File: src/rtl/dcache_dm_wb.sv
// Direct-mapped, write-back, write-allocate data cache: 32-bit word port to a 128-bit line memory.
// Define DCACHE_PERF_CNT_EN to add saturating hit_cnt/miss_cnt output ports.
module dcache_dm_wb #(
  parameter int LINE_NUM = 8
) (
  input  logic         clk,
  input  logic         rst_n,
  input  logic         proc_read,
  input  logic         proc_write,
  input  logic [29:0]  proc_addr,
  input  logic [31:0]  proc_wdata,
  output logic         proc_stall,
  output logic [31:0]  proc_rdata,
  output logic         mem_read,
  output logic         mem_write,
  output logic [27:0]  mem_addr,
  output logic [127:0] mem_wdata,
  input  logic [127:0] mem_rdata,
  input  logic         mem_ready
`ifdef DCACHE_PERF_CNT_EN
  ,
  output logic [31:0]  hit_cnt,
  output logic [31:0]  miss_cnt
`endif
);

  localparam int IDX_W = $clog2(LINE_NUM);
  localparam int TAG_W = 28 - IDX_W;

  typedef enum logic [1:0] {COMPARE, WRITEBACK, ALLOCATE} state_e;

  state_e              state_q, state_d;
  logic                mem_read_q, mem_read_d;
  logic                mem_write_q, mem_write_d;
  logic [LINE_NUM-1:0] valid_q, valid_d;
  logic [LINE_NUM-1:0] dirty_q, dirty_d;
  logic [TAG_W-1:0]    tag_q  [LINE_NUM];
  logic [TAG_W-1:0]    tag_d  [LINE_NUM];
  logic [127:0]        data_q [LINE_NUM];
  logic [127:0]        data_d [LINE_NUM];

  logic [IDX_W-1:0] idx;
  logic [TAG_W-1:0] addr_tag;
  logic [6:0]       word_lsb;
  logic             req;
  logic             hit;

  assign idx      = proc_addr[IDX_W+1:2];
  assign addr_tag = proc_addr[29:IDX_W+2];
  assign word_lsb = {proc_addr[1:0], 5'd0};
  assign req      = proc_read | proc_write;
  assign hit      = valid_q[idx] & (tag_q[idx] == addr_tag);

  assign proc_stall = (state_q != COMPARE) | (req & ~hit);
  assign proc_rdata = data_q[idx][word_lsb +: 32];
  assign mem_read   = mem_read_q;
  assign mem_write  = mem_write_q;
  assign mem_addr   = (state_q == WRITEBACK) ? {tag_q[idx], idx} : proc_addr[29:2];
  assign mem_wdata  = data_q[idx];

  always_comb begin
    // NOTE: every signal gets its hold value first so no path leaves it unassigned (no latch).
    state_d     = state_q;
    mem_read_d  = mem_read_q;
    mem_write_d = mem_write_q;
    valid_d     = valid_q;
    dirty_d     = dirty_q;
    tag_d       = tag_q;
    data_d      = data_q;
    case (state_q)
      COMPARE: begin
        if (req && !hit) begin
          if (valid_q[idx] && dirty_q[idx]) begin
            state_d     = WRITEBACK;
            mem_write_d = 1'b1;
          end else begin
            state_d    = ALLOCATE;
            mem_read_d = 1'b1;
          end
        end else if (proc_write) begin
          // Write hit: only the addressed word changes; write wins over a concurrent read.
          data_d[idx][word_lsb +: 32] = proc_wdata;
          dirty_d[idx]                = 1'b1;
        end
      end
      WRITEBACK: begin
        if (mem_ready) begin
          state_d     = ALLOCATE;
          mem_write_d = 1'b0;
          mem_read_d  = 1'b1;
        end
      end
      ALLOCATE: begin
        if (mem_ready) begin
          state_d      = COMPARE;
          mem_read_d   = 1'b0;
          data_d[idx]  = mem_rdata;
          tag_d[idx]   = addr_tag;
          valid_d[idx] = 1'b1;
          dirty_d[idx] = 1'b0;
        end
      end
      default: begin
        state_d     = COMPARE;
        mem_read_d  = 1'b0;
        mem_write_d = 1'b0;
      end
    endcase
  end

  // NOTE: state flops use non-blocking assignments so every flop samples pre-edge values.
  always_ff @(posedge clk) begin
    if (!rst_n) begin
      state_q     <= COMPARE;
      mem_read_q  <= 1'b0;
      mem_write_q <= 1'b0;
      valid_q     <= '0;
      dirty_q     <= '0;
    end else begin
      state_q     <= state_d;
      mem_read_q  <= mem_read_d;
      mem_write_q <= mem_write_d;
      valid_q     <= valid_d;
      dirty_q     <= dirty_d;
    end
  end

  // NOTE: tag and data storage is deliberately not reset; valid_q qualifies every use of it.
  always_ff @(posedge clk) begin
    tag_q  <= tag_d;
    data_q <= data_d;
  end

`ifdef DCACHE_PERF_CNT_EN
  logic [31:0] hit_cnt_q, hit_cnt_d;
  logic [31:0] miss_cnt_q, miss_cnt_d;

  always_comb begin
    hit_cnt_d  = hit_cnt_q;
    miss_cnt_d = miss_cnt_q;
    if (state_q == COMPARE && req && hit && hit_cnt_q != 32'hFFFF_FFFF)
      hit_cnt_d = hit_cnt_q + 32'd1;
    if (state_q == COMPARE && req && !hit && miss_cnt_q != 32'hFFFF_FFFF)
      miss_cnt_d = miss_cnt_q + 32'd1;
  end

  always_ff @(posedge clk) begin
    if (!rst_n) begin
      hit_cnt_q  <= '0;
      miss_cnt_q <= '0;
    end else begin
      hit_cnt_q  <= hit_cnt_d;
      miss_cnt_q <= miss_cnt_d;
    end
  end

  assign hit_cnt  = hit_cnt_q;
  assign miss_cnt = miss_cnt_q;
`endif

endmodule
File: config.mk
export PLATFORM = sky130hd
export DESIGN_NAME = dcache_dm_wb
export DESIGN_NICKNAME = d
export VERILOG_FILES = /design/src/rtl/dcache_dm_wb.sv
export SDC_FILE = /design/constraint.sdc
export NUM_CORES = 2
export LEC_CHECK = 0
export CORE_ASPECT_RATIO = 1.4
export CORE_MARGIN = 3
export CORE_UTILIZATION = 30
export DETAILED_ROUTE_END_ITERATION = 10
export PLACE_DENSITY = 0.57
export SLEW_MARGIN = 0
export SYNTH_ARGS = -nofsm -noshare
export SYNTH_HDL_FRONTEND = slang
export SYNTH_SLANG_ARGS = --single-unit
File: constraint.sdc
create_clock -name clk -period 7.6 [get_ports clk]
set_clock_uncertainty 0.05 [all_clocks]
set_input_delay 1.52 -clock clk [delete_from_list [all_inputs] [get_ports clk]]
set_output_delay 1.52 -clock clk [all_outputs]
set_load 0.01 [all_outputs]
# After elaboration in Yosys (flattened, before gate mapping)
# Cells that the tools add are included.
# op_classes
add_sub_neg	1
order_cmp	4
eq_ne	10
shifts	3
muxes	43
n_bitwise	11
reduce_logical	13
# op_table
operator	n
1024-bit 2-to-1 mux	3
1024-bit bitwise mux	2
1024-bit one-hot mux with 2 select lines	1
128-bit demux with 3-bit select	2
128-bit 2-to-1 mux	4
128-bit binary-select mux with 3-bit select	1
200-bit bitwise mux	1
32-bit by 9-bit variable shift with 128-bit output (first input constant)	1
128-bit by 8-bit indexed part select with 32-bit output	1
32-bit by 9-bit indexed part select with 128-bit output	1
25-bit binary-select mux with 3-bit select	1
25-bit demux with 3-bit select	1
25-bit 2-to-1 mux	3
28-bit 2-to-1 mux	1
25-bit == test	1
8-bit 2-to-1 mux	3
8-bit OR	2
8-bit one-hot mux with 2 select lines	1
2-bit != test (second input constant)	7
4-bit AND reduction	3
1-bit 2-to-1 mux	9
7-bit negator with 9-bit output	1
8-bit bitwise AND	1
2-bit 2-to-1 mux	4
21 further kinds	30
# totals
register_bits	1244
in_bits	195
output_inout_bits	191
elab_cells	106

# Logic depth before layout (Yosys ltp)
# logic_depth
word_depth	10
depth_mapped	11

# Least setup slack after synthesis
# OpenSTA, ideal clock, no wires.
# synth_path
kind	input-to-reg
start	in proc_addr[2]
end	reg data_q[928] (netlist name), enable pin
setup_time_ns	0.461
arrival_time_ns	5.904
required_ns	7.089
path_slack_ns	1.184
cell_stages	10
n_path_buf	2
path_cell_list	buf_2 -> buf_4 -> mux4_2 -> nor2_1 -> nor3_1 -> nor4b_1 -> nand4_1 -> nor4_4 -> a21oi_1 -> nor3_1
# synth_via
elab_chain_cells	10
# synth_rtl
element	line	rtl
start: declaration	10	input logic [29:0] proc_addr,
3-bit inverter with 4-bit output (implied by the code)	52	assign hit = valid_q[idx] & (tag_q[idx] == addr_tag);
25-bit binary-select mux with 3-bit select	52	
25-bit 2-to-1 mux (implied by the code) (2 in series)	52	
25-bit == test	52	
1-bit bitwise AND *	52	
1-bit zero test *	72	if (req && !hit) begin
1-bit logical AND *	72	
2-bit != test (no source line) *	-	
4-bit AND reduction (no source line) *	-	
end signal: assignment	131	data_q <= data_d;
end: declaration	39	logic [127:0] data_q [LINE_NUM];
# Every way passes the cells marked *; elsewhere a longest branch is shown, timed or not. The select of a mux whose other input is x is not followed.
# A chain may end at the register's enable or synchronous reset.

# Final worst setup path
# layout_path
start	in proc_addr[3]
end	out proc_rdata[17]
# layout_via
elab_chain_cells	5
# layout_rtl
element	line	rtl
3-bit inverter with 4-bit output (implied by the code)	55	assign proc_rdata = data_q[idx][word_lsb +: 32];
128-bit binary-select mux with 3-bit select	55	
128-bit 2-to-1 mux (implied by the code) (2 in series)	55	
128-bit by 8-bit indexed part select with 32-bit output	55	
end: declaration	13	output logic [31:0] proc_rdata,
# Every way passes these cells. The select of a mux whose other input is x is not followed.

==> reports/qor.yml <==
yosys:
  avgSynthCellArea_sq_um: 13.7
  synth_fp_nets: 4075
  synthArstFlopShare_pct: 0
  syn_area_sq_mm: 0.0529
  yosysWarnings: 0
  synth.distinct_cells: 59
  synth_edf_count: 1224
  yosysSeqAreaShare_pct: 70.2
  synth_cells: 3875
  synthFlopType: "edfxtp_1"
  ys_seq_elements: 1244
clock_tree:
  clk_path_buf_depth: 3
  cts_setup_buffers: 0
  tritoncts: "done"
  insertion_delay_ns: 0.77
  cts_resized: 0
  cts_made_buffers: 132
  clk_pin_slew_ns: 0.05
  cts_htree_levels: 4
  root_buffer: "clkbuf_16"
  clock_sinks: 1244
  hold_buffers: 0
setup_path:
  startpoint_type: "input port"
  cp.buffers_inverters: 4
  r2r_slack_ns: 3.12
  crit_slowest_cell: "nor2_4"
  criticalPathCategory: "in -> out"
  cp_top_family: "simple AND/OR/NAND/NOR gates"
  crit_path_cell_trace: "clkbuf_8 -> nand2b_1 -> nor2_4 -> buf_12 -> buf_4 -> a22oi_1 -> nand3_1 -> mux4_2 -> clkdlybuf4s50_1"
  path_max_fanout: 43
  arrival_ns: 5.44
  required_ns: 6.03
  cp_slowest_stage_delay_ns: 0.81
  end_kind: "output pin"
final_layout:
  fillers: 16600
  drive_gt1_share_pct: 13.5
  ff_latch_area_sq_mm: 0.0372
  synthToLayoutAreaGrowth_pct: 21.7
  finalNetCount: 4462
  multiInputGateArea_sq_mm: 0.0148
floorplanning:
  die_h_microns: 503
  num_rows: 181
  start_util_pct: 30.3
  ioPinCount: 386
  fp.dieArea_sq_mm: 0.182
  die_w_microns: 361
  design.core.area_sq_mm: 0.175
placement:
  place_congestion: 0.897
  port-buffer-count: 385
  place_ws_ns: 0.629
  dpl.hpwl_microns: 148000
detailed_routing:
  wl_per_cell_microns: 34.5
  drtIter0Drc: 6046
  via_count: 39200
  drtAntennaViolNets: 0
  firstDrtPassIters: 6
  wl_microns: 230000
  vias_per_cell: 5.88
  drc: 0
sta:
  hold_violations: 0
  min_period_over_period_pct: 92.2
  timing.fmax_mhz: 143
  setup_slack_ns: 0.595
  setup_violations: 0
  worstMarginPinSlew_ns: 1.43
  relSlewSlack_pct: 4.73
  fin_setup_tns_ns: 0
  whs_ns: 0.416
  finalMaxSlewViolations: 0
  finalCriticalPeriod_ns: 7.01
  rsz0062_at_grt: "false"
global_routing:
  gr-total-overflow: 0
  grt_pass1_vias: 36400
  grt_max_degree: 81
  grtUsageTotal_pct: 24.6
  antenna_found_initial: 31
  grt_pass1_wl_microns: 309000
job:
  drv_cap: 0
power:
  pwr_density_cell_mw_per_mm2: 244
  vdd_drop_max_mv: 0.254
  leakage_nw: 19.0
min_path:
  worst_hold_path_type: "reg -> reg"
run_status:
  status: "completed"
==> layer usage <==
metal  global-route usage (%)  up-vias  wire length (microns)
li1                         -    15500                      -
met1                     32.9    20000                  87000
met2                     35.0     3211                  96100
met3                     9.04      470                  34500
met4                     12.2       10                  12300
met5                        0        -                     75
==> path summary, 6_finish.rpt <==
path                startpoint              to  depth (start not counted)
setup / recovery  proc_addr[3]  proc_rdata[17]                          9
hold / removal      valid_q[7]      valid_q[7]                          1
hold reg to reg     valid_q[7]      valid_q[7]                          1
setup reg to reg     tag_q[47]     data_q[792]                          9
==> kinds of logic (layout without fill, tap and decap cells) <==
| family | after synthesis | in the layout | share of synthesized area, % |
|---|---|---|---|
| xor gates and xnor gates | 15 | 15 | 0.248 |
| muxes | 273 | 273 | 7.38 |
| AOI/OAI and AO/OA | 669 | 669 | 9.35 |
| and+or+nand+nor | 1354 | 1354 | 10.2 |
| DFF | 1244 | 1244 | 70.2 |
| adders and majority gates | 5 | 5 | 0.118 |
| buffers and inverters | 315 | 797 | 2.49 |
| other | 0 | 21 | 0 |
==> cell type report <==
type	instances	area share [%]
antenna	21	0.0816
clock buffer	169	5.46
clock inverter	60	0.843
inverter	6	0.0350
multi-input combinational	2316	23.0
sequential	1244	57.7
tap	2287	4.44
timing repair buffer	562	8.43
==> cells in the final DEF, fill, tap and decap left out, drive strengths merged, types with 19 or more instances in the layout <==
cell / count
mux2: 76
a221oi: 93
diode: 21
a22oi: 319
dfxtp: 20
clkdlybuf4s50: 378
nand3: 52
o21ai: 64
clkinv: 45
a221o: 19
a21oi: 61
nor2: 1103
nor3: 40
mux2i: 111
buf: 182
edfxtp: 1224
clkbuf: 171
mux4: 86
o22ai: 22
a22o: 37
nand2: 102
==> registers in the layout, indices dropped and copies added, names as in the netlist, named ones only <==
| register | count |
|---|---|
| data_q | 1024 |
| mem_read | 1 |
| mem_write | 1 |
| state_q | 2 |
| tag_q | 200 |
| valid_q | 8 |
==> where the power goes <==
group / total, mW / switching, mW / internal (mW)
combinational: 1.89 / 1.29 / 0.601
sequential: 7.59 / 0.0222 / 7.57
clock: 6.26 / 2.75 / 3.51
==> cell usage after synthesis (all sizes together) (16+ instances only) <==
cell / instances / area, sq um
mux2: 76 / 856
a221o: 19 / 190
clkbuf: 201 / 754
a221oi: 93 / 815
buf: 108 / 543
mux4: 86 / 1940
o22ai: 22 / 138
nand3: 52 / 260
a22o: 37 / 324
nor2: 1103 / 4140
mux2i: 111 / 1110
edfxtp: 1224 / 36800
dfxtp: 20 / 400
a21oi: 61 / 305
nor3: 40 / 200
nand4: 16 / 100
nand2: 102 / 383
a22oi: 319 / 2390
o21ai: 64 / 320
==> through the flow <==
| stage | utilization, % | power [mW] | std cells | instance area (sq um) |
|---|---|---|---|---|
| after global placement | 34.5 | 9.55 | 6414 | 60300 |
| final | 36.9 | 15.7 | 6665 | 64400 |
| after CTS | 36.8 | 15.7 | 6644 | 64300 |
| after floorplan | - | 8.44 | 3875 | 52900 |
| after global routing | 36.8 | 16.1 | 6644 | 64300 |
| after detailed placement | 34.5 | 9.56 | 6415 | 60300 |
Power figures use the tool's default switching activity.
